$ cat config.mk
export PLATFORM = sky130hd
export DESIGN_NAME = sync_2t_wbuf_fifo
export DESIGN_NICKNAME = d
export VERILOG_FILES = /design/src/rtl/sync_2t_wbuf_fifo.sv
export SDC_FILE = /design/constraint.sdc
export NUM_CORES = 2
export LEC_CHECK = 0
export CELL_PAD_IN_SITES_DETAIL_PLACEMENT = 0
export CELL_PAD_IN_SITES_GLOBAL_PLACEMENT = 1
export CORE_MARGIN = 2
export CORE_UTILIZATION = 35
export CTS_CLUSTER_DIAMETER = 150
export DETAILED_ROUTE_END_ITERATION = 12
export GPL_ROUTABILITY_DRIVEN = 0
export GPL_TIMING_DRIVEN = 0
export PLACE_DENSITY = 0.65
export SYNTH_ARGS = -nofsm -noshare
export SYNTH_HDL_FRONTEND = slang
export SYNTH_SLANG_ARGS = --single-unit
$ cat constraint.sdc
create_clock -name clk -period 3.9 [get_ports clk]
set_input_delay 0.78 -clock clk [delete_from_list [all_inputs] [get_ports clk]]
set_output_delay 0.78 -clock clk [all_outputs]
set_load 0.05 [all_outputs]
$ cat src/rtl/sync_2t_wbuf_fifo.sv
// sync_2t_wbuf_fifo: single-port-RAM FIFO with a 4-entry write buffer
// and a 2-entry output stage; reads own the RAM port when they need it.
module sync_2t_wbuf_fifo #(
  parameter int DATA_WIDTH = 8,
  parameter int FIFO_DEPTH = 256,
  localparam int LB_FIFO_DEPTH = $clog2(FIFO_DEPTH)
) (
  input  logic                   clk,
  input  logic                   rstn,
  input  logic [DATA_WIDTH-1:0]  in_data,
  input  logic                   in_valid,
  output logic                   in_ready,
  output logic [DATA_WIDTH-1:0]  out_data,
  output logic                   out_valid,
  input  logic                   out_ready,
  input  logic                   clear,
  output logic [LB_FIFO_DEPTH:0] count
);

  localparam int LB = LB_FIFO_DEPTH;
  localparam logic [LB:0] FULL_CNT = FIFO_DEPTH[LB:0];

  logic [DATA_WIDTH-1:0] wbuf [4];
  logic [1:0]            wb_rp;
  logic [1:0]            wb_wp;
  logic [2:0]            wb_cnt;

  logic [DATA_WIDTH-1:0] mem [FIFO_DEPTH];
  logic [LB-1:0]         waddr;
  logic [LB-1:0]         raddr;
  logic [LB:0]           mem_count;
  logic [DATA_WIDTH-1:0] dout;
  logic                  rd_inflight;

  logic [DATA_WIDTH-1:0] ostg [2];
  logic                  os_rp;
  logic                  os_wp;
  logic [1:0]            os_cnt;

  logic flush;
  logic in_exec;
  logic out_exec;
  logic rd_exec;
  logic wr_exec;
  logic [LB+1:0] inv_sum;

  assign flush     = !rstn | clear;
  assign in_ready  = (count < FULL_CNT) & (wb_cnt < 3'd4);
  assign out_valid = (os_cnt != 2'd0);
  assign out_data  = ostg[os_rp];
  assign in_exec   = in_valid & in_ready;
  assign out_exec  = out_valid & out_ready;

  // A read is only issued when its word is guaranteed a slot in the out stage
  assign rd_exec = (mem_count != '0)
                 & ((os_cnt + {1'b0, rd_inflight}) < 2'd2);
  assign wr_exec = !rd_exec & (wb_cnt != 3'd0);

  assign inv_sum = (LB+2)'(wb_cnt) + {1'b0, mem_count}
                 + (LB+2)'(rd_inflight) + (LB+2)'(os_cnt);

  // Total occupancy: moves only on the external handshakes
  always_ff @(posedge clk) begin
    if (flush) begin
      count <= '0;
    end else if (in_exec & !out_exec) begin
      count <= count + 1'b1;
    end else if (out_exec & !in_exec) begin
      count <= count - 1'b1;
    end
  end

  // Write buffer: push accepted words, pop on each RAM write
  always_ff @(posedge clk) begin
    if (flush) begin
      wb_rp  <= '0;
      wb_wp  <= '0;
      wb_cnt <= '0;
    end else begin
      if (in_exec) begin
        wbuf[wb_wp] <= in_data;
        wb_wp       <= wb_wp + 2'd1;
      end
      if (wr_exec) begin
        wb_rp <= wb_rp + 2'd1;
      end
      wb_cnt <= wb_cnt + {2'b0, in_exec} - {2'b0, wr_exec};
    end
  end

  // Single RAM port: either one write or one read per cycle
  always_ff @(posedge clk) begin
    if (wr_exec) begin
      mem[waddr] <= wbuf[wb_rp];
    end
    if (rd_exec) begin
      dout <= mem[raddr];
    end
  end

  // RAM pointers, occupancy and read-in-flight tracking
  always_ff @(posedge clk) begin
    if (flush) begin
      waddr       <= '0;
      raddr       <= '0;
      mem_count   <= '0;
      rd_inflight <= 1'b0;
    end else begin
      if (rd_exec) begin
        raddr <= raddr + 1'b1;
      end
      if (wr_exec) begin
        waddr <= waddr + 1'b1;
      end
      mem_count <= mem_count + {{LB{1'b0}}, wr_exec}
                             - {{LB{1'b0}}, rd_exec};
      rd_inflight <= rd_exec;
    end
  end

  // Output stage: capture RAM data one cycle after a read, pop on out_exec
  always_ff @(posedge clk) begin
    if (flush) begin
      os_rp  <= 1'b0;
      os_wp  <= 1'b0;
      os_cnt <= '0;
    end else begin
      if (rd_inflight) begin
        ostg[os_wp] <= dout;
        os_wp       <= ~os_wp;
      end
      if (out_exec) begin
        os_rp <= ~os_rp;
      end
      os_cnt <= os_cnt + {1'b0, rd_inflight} - {1'b0, out_exec};
    end
  end

  // Every word is accounted for in exactly one place
  always_ff @(posedge clk) begin
    if (!flush) begin
      assert ({1'b0, count} == inv_sum);
    end
  end

endmodule
==> PnR_summary.wiki <==
{| class="wikitable"
! Metric !! Value
|-
| Final period util || 107%
|-
| Reg2reg end || dout[1]$_DFFE_PN_
|-
| Layout cell share with drive strength beyond 1 || 28.7%
|-
| Number of rows created at floorplan || 179
|-
| Aggregate global routing overflow || 0
|-
| Setup slack on the worst flop-to-flop path || -0.29 ns
|-
| Final-layout fill cell count || 20,900
|-
| Maximum buffer depth of the clock tree || 3
|-
| Yosys top cell by area || sky130_fd_sc_hd__edfxtp_1
|-
| Area of the die || around 240,000 µm²
|-
| Clock sink total || 2,153
|-
| Final min period || 4.19 ns
|-
| Overall power after layout || roughly 60 mW
|-
| Total of max-cap violations || 1
|-
| Standard cell with the maximum stage delay on the critical path || sky130_fd_sc_hd__dfxtp_1
|-
| Via count of the first global-routing pass || around 45,000
|-
| Clock tree from TritonCTS || yes
|-
| Element type at the critical path start || register
|-
| Number of setup violations in the final report || 96
|-
| Path category of the worst min-delay check || register to register
|-
| Most repeated library cell on the critical path || sky130_fd_sc_hd__buf_4
|-
| Num ports || 32
|-
| Worst-case hold path end point || ostg[1][0]$_DFFE_PP_
|-
| Most common flop cell mapped by yosys || sky130_fd_sc_hd__edfxtp_1
|-
| Max IR drop VDD || around 0.00058 V
|-
| Share of flip-flops with an asynchronous set or reset after synthesis || 0%
|-
| Grt met1 use || roughly a third
|-
| Total area of sequential cells || 64,200 µm²
|-
| PD cells || 594 nW/µm²
|-
| Largest net degree at the start of global routing || 94
|-
| Worst R2R Start || raddr[3]$_SDFFE_PP0N_
|-
| Root cell of the clock tree || sky130_fd_sc_hd__clkbuf_16
|-
| Via density per instance || 6.26
|-
| Fraction of post-synthesis cell area in the top cell type by area || between 70 and 80%
|-
| Worst-case reg-to-reg path depth || 8
|-
| Routed vias || between 40,000 and 50,000
|-
| Setup repair after global routing missed its margin || true
|-
| Number of search-and-repair iterations in the first detailed-routing pass || 7
|-
| Number of nets in the final layout || 4,512
|-
| Hold path depth || 0
|-
| Peak per-stage delay on the critical path || 0.63 ns
|-
| Starting density of the core || a little over a third
|-
| Multi-input gate area || 20,200 µm²
|-
| Met3 demand-to-capacity share in global routing || 9.52%
|-
| Buf+Inv Stages, Crit Path || 3
|-
| Synthesized area divided by synthesized cell count || 20.2 µm²
|-
| Vertical die dimension || 494 µm
|-
| Number of antenna violations at the first check in global routing || 31
|-
| Layer with the highest usage || met2
|-
| PnR worst setup slack || -0.291 ns
|-
| Highest fanout seen on the critical path || 10
|-
| Crit path arrival time || 4.82 ns
|-
| Reported leakage power || 29.7 nW
|-
| Clock latency on the worst-skew pair || 0.91 ns
|-
| Global-route wire length before repair || 429,000 µm
|-
| Post-placement worst setup slack || -1.57 ns
|-
| Violated checks || max-capacitance violations, negative setup slack
|-
| Final clock skew || 0.0503 ns
|-
| CTS clk-pin slew, worst paths || 0.06 ns
|-
| Synth-to-Final Area Change || 17.9%
|-
| Post-detailed-placement half-perimeter wirelength || about 210,000 µm
|-
| Max-slew headroom at the worst pin || 0.0526%
|-
| Detailed-route DRC error count || 0
|-
| Most frequently used cell type in the post-synthesis netlist || sky130_fd_sc_hd__edfxtp_1
|-
| Crit end category || register
|-
| Level count of the clock H-tree || 4
|-
| Worst Path Class, Setup || register to register
|-
| Max Fclk || 0.239 GHz
|-
| Starting DRT DRC Count || between 9,000 and 10,000
|-
| All-Layer GR Usage || 26.7%
|-
| Inserted Clock Buffers || 216
|-
| Warning count from the yosys run || 0
|-
| Most used standard cells in the synthesized netlist || 2,104 x sky130_fd_sc_hd__edfxtp_1, 446 x sky130_fd_sc_hd__mux4_2, 341 x sky130_fd_sc_hd__nor2_1, 183 x sky130_fd_sc_hd__mux2i_1, 98 x sky130_fd_sc_hd__nand2_1
|-
| Leading cell types by total area after synthesis || sky130_fd_sc_hd__edfxtp_1 75%, sky130_fd_sc_hd__mux4_2 12%, sky130_fd_sc_hd__mux2i_1 2.2%, sky130_fd_sc_hd__nor2_1 1.5%, sky130_fd_sc_hd__dfxtp_1 1.2%
|-
| Count of flip-flops with a built-in enable after synthesis || 2,104
|-
| Number of distinct library cells after synthesis || 73
|-
| Worst path required time || 4.53 ns
|-
| Cells along the critical path || nor2b_1 -> buf_2 -> buf_4 -> buf_4 -> a22oi_1 -> a22oi_2 -> a211oi_2 -> o32ai_2
|-
| Net count after synthesis || about 4,200
|-
| X dimension of the die || ~500 µm
|-
| Count of buffers from port buffering || 31
|-
| Share of the yosys chip area belonging to registers || ~76%
|-
| Hold Buf Count CTS || 0
|-
| Average detailed-routed wire length per instance || 42.5 µm
|-
| Tightest Pin Transition || between 1 and 1.5 ns
|-
| Hold Fails Final Rpt || 0
|-
| Grt met2 use || between 30% and 40%
|-
| Status || finished with violations
|-
| Area of the core region || ~240,000 µm²
|-
| Final WL || between 300,000 and 400,000 µm
|-
| Number of slew-limit violations in the final report || 0
|-
| Crit path max-delay family || compound AO/OA/AOI/OAI gates
|-
| Post-synth design cell area || 84,100 µm²
|-
| Start point of the worst min-delay path || dout[0]$_DFFE_PN_
|-
| Aggregate negative setup slack || -8.04 ns
|-
| Syn Inst Count || 4,158
|-
| Synthesis-stage register bit count || 2,153
|-
| Number of nets still failing antenna checks after routing || 0
|}
## state kept, by name, summed over array words and instances (netlist names), 3 cells and up, named ones only
signal     flops
raddr          8
ostg          16
waddr          8
dout           8
wb_cnt         3
count          9
wbuf          32
mem_count      9
mem         2048
## worst max path at each step
stage / from / end / cells after the start
after floorplan: count[8]$_SDFFE_PP0P_ / count[8]$_SDFFE_PP0P_ / 13
after global placement: raddr[2]$_SDFFE_PP0N_ / dout[1]$_DFFE_PN_ / 9
after detailed placement: raddr[1]$_SDFFE_PP0N_ / dout[4]$_DFFE_PN_ / 10
after CTS: rd_inflight$_SDFF_PP0_ / mem[112][6]$_DFFE_PP_ / 10
after global routing: mem_count[6]$_SDFF_PP0_ / mem[88][4]$_DFFE_PP_ / 11
final: raddr[3]$_SDFFE_PP0N_ / dout[1]$_DFFE_PN_ / 8
## cells in the final DEF, fill, tap and decap left out, types with 22 or more instances in the layout
cell type | synthesis | final
sky130_fd_sc_hd__xnor2_1 | 26 | 26
sky130_fd_sc_hd__clkinv_2 | 0 | 34
sky130_fd_sc_hd__bufinv_16 | 0 | 23
sky130_fd_sc_hd__ha_1 | 32 | 32
sky130_fd_sc_hd__buf_6 | 31 | 57
sky130_fd_sc_hd__nor2_4 | 0 | 124
sky130_fd_sc_hd__buf_4 | 30 | 45
sky130_fd_sc_hd__inv_1 | 24 | 24
sky130_fd_sc_hd__a21oi_1 | 91 | 82
sky130_fd_sc_hd__clkbuf_1 | 95 | 99
sky130_fd_sc_hd__edfxtp_1 | 2104 | 2104
sky130_fd_sc_hd__buf_16 | 0 | 24
sky130_fd_sc_hd__nor2_2 | 0 | 85
sky130_fd_sc_hd__o22ai_1 | 50 | 48
sky130_fd_sc_hd__clkbuf_16 | 0 | 218
sky130_fd_sc_hd__mux2i_1 | 183 | 175
sky130_fd_sc_hd__a22oi_1 | 63 | 58
sky130_fd_sc_hd__buf_2 | 74 | 22
sky130_fd_sc_hd__nor2b_1 | 22 | 22
sky130_fd_sc_hd__nand3_1 | 50 | 32
sky130_fd_sc_hd__buf_8 | 5 | 26
sky130_fd_sc_hd__clkdlybuf4s50_1 | 0 | 31
sky130_fd_sc_hd__dfxtp_1 | 49 | 49
sky130_fd_sc_hd__mux4_2 | 446 | 438
sky130_fd_sc_hd__buf_12 | 4 | 37
sky130_fd_sc_hd__a221oi_1 | 37 | 29
sky130_fd_sc_hd__clkinv_1 | 0 | 41
sky130_fd_sc_hd__a211oi_1 | 37 | 27
sky130_fd_sc_hd__o21ai_0 | 32 | 27
sky130_fd_sc_hd__nor2_1 | 341 | 132
sky130_fd_sc_hd__nand2_1 | 98 | 97
## cell families (layout without fill, tap and decap cells)
logic type	count (synthesis)	in the layout	share of synthesized area, %
compound gates	428	428	3.54
xor+xnor	36	36	0.375
fa+ha+maj	35	35	0.547
buf+inv	275	756	1.89
flops	2153	2153	76.3
mux	647	647	14.4
other cells	0	12	0
simple gates	584	584	2.99
## cell type report
type / count / area share [%]
Antenna cell: 12 / 0.0303
Buffer: 249 / 2.36
Clock buffer: 272 / 5.71
Clock inverter: 121 / 1.33
Inverter: 25 / 0.0946
Multi-Input combinational cell: 1730 / 20.3
Sequential cell: 2153 / 64.7
Tap cell: 3167 / 4.00
Timing Repair Buffer: 89 / 1.45
## worst reg2reg max path: stages (launching register included)
cell,delay [ns]
sky130_fd_sc_hd__dfxtp_1,0.63
sky130_fd_sc_hd__nor2b_1,0.20
sky130_fd_sc_hd__buf_2,0.53
sky130_fd_sc_hd__buf_4,0.46
sky130_fd_sc_hd__buf_4,0.53
sky130_fd_sc_hd__a22oi_1,0.30
sky130_fd_sc_hd__a22oi_2,0.51
sky130_fd_sc_hd__a211oi_2,0.23
sky130_fd_sc_hd__o32ai_2,0.55
## power breakdown
group	total (mW)	leakage [nW]	internal, mW	switching, mW
Combinational	12.0	7.03	4.11	7.93
Clock	21.0	3.39	11.8	9.22
Sequential	25.8	19.3	25.7	0.0775
## what timing repair did
action | 4_1_cts | 5_1_grt
resized for setup | 540 | 184
setup buffers | 13 | 17
endpoints found under the setup margin | 1922 | 1705
pin swaps | 7 | 19
## metrics by stage
stage	std cells	cell area, µm²	hold WS (ns)	utilization (%)
floorplan	4158	84100	0.421	-
CTS	7789	98100	0.444	41.2
finish	7818	99200	0.446	41.6
global placement	7356	88400	0.423	37.1
detailed placement	7384	89200	0.429	37.4
global route	7808	99100	0.466	41.6
## metal layers
metal | wire [µm] | up-vias | share of wire (%)
li1 | - | 17800 | -
met1 | 118000 | 26000 | 36
met2 | 142000 | 4121 | 43
met3 | 47900 | 992 | 14
met4 | 23400 | 32 | 7.0
met5 | 250 | - | 0.075
Power figures use the tool's default switching activity.
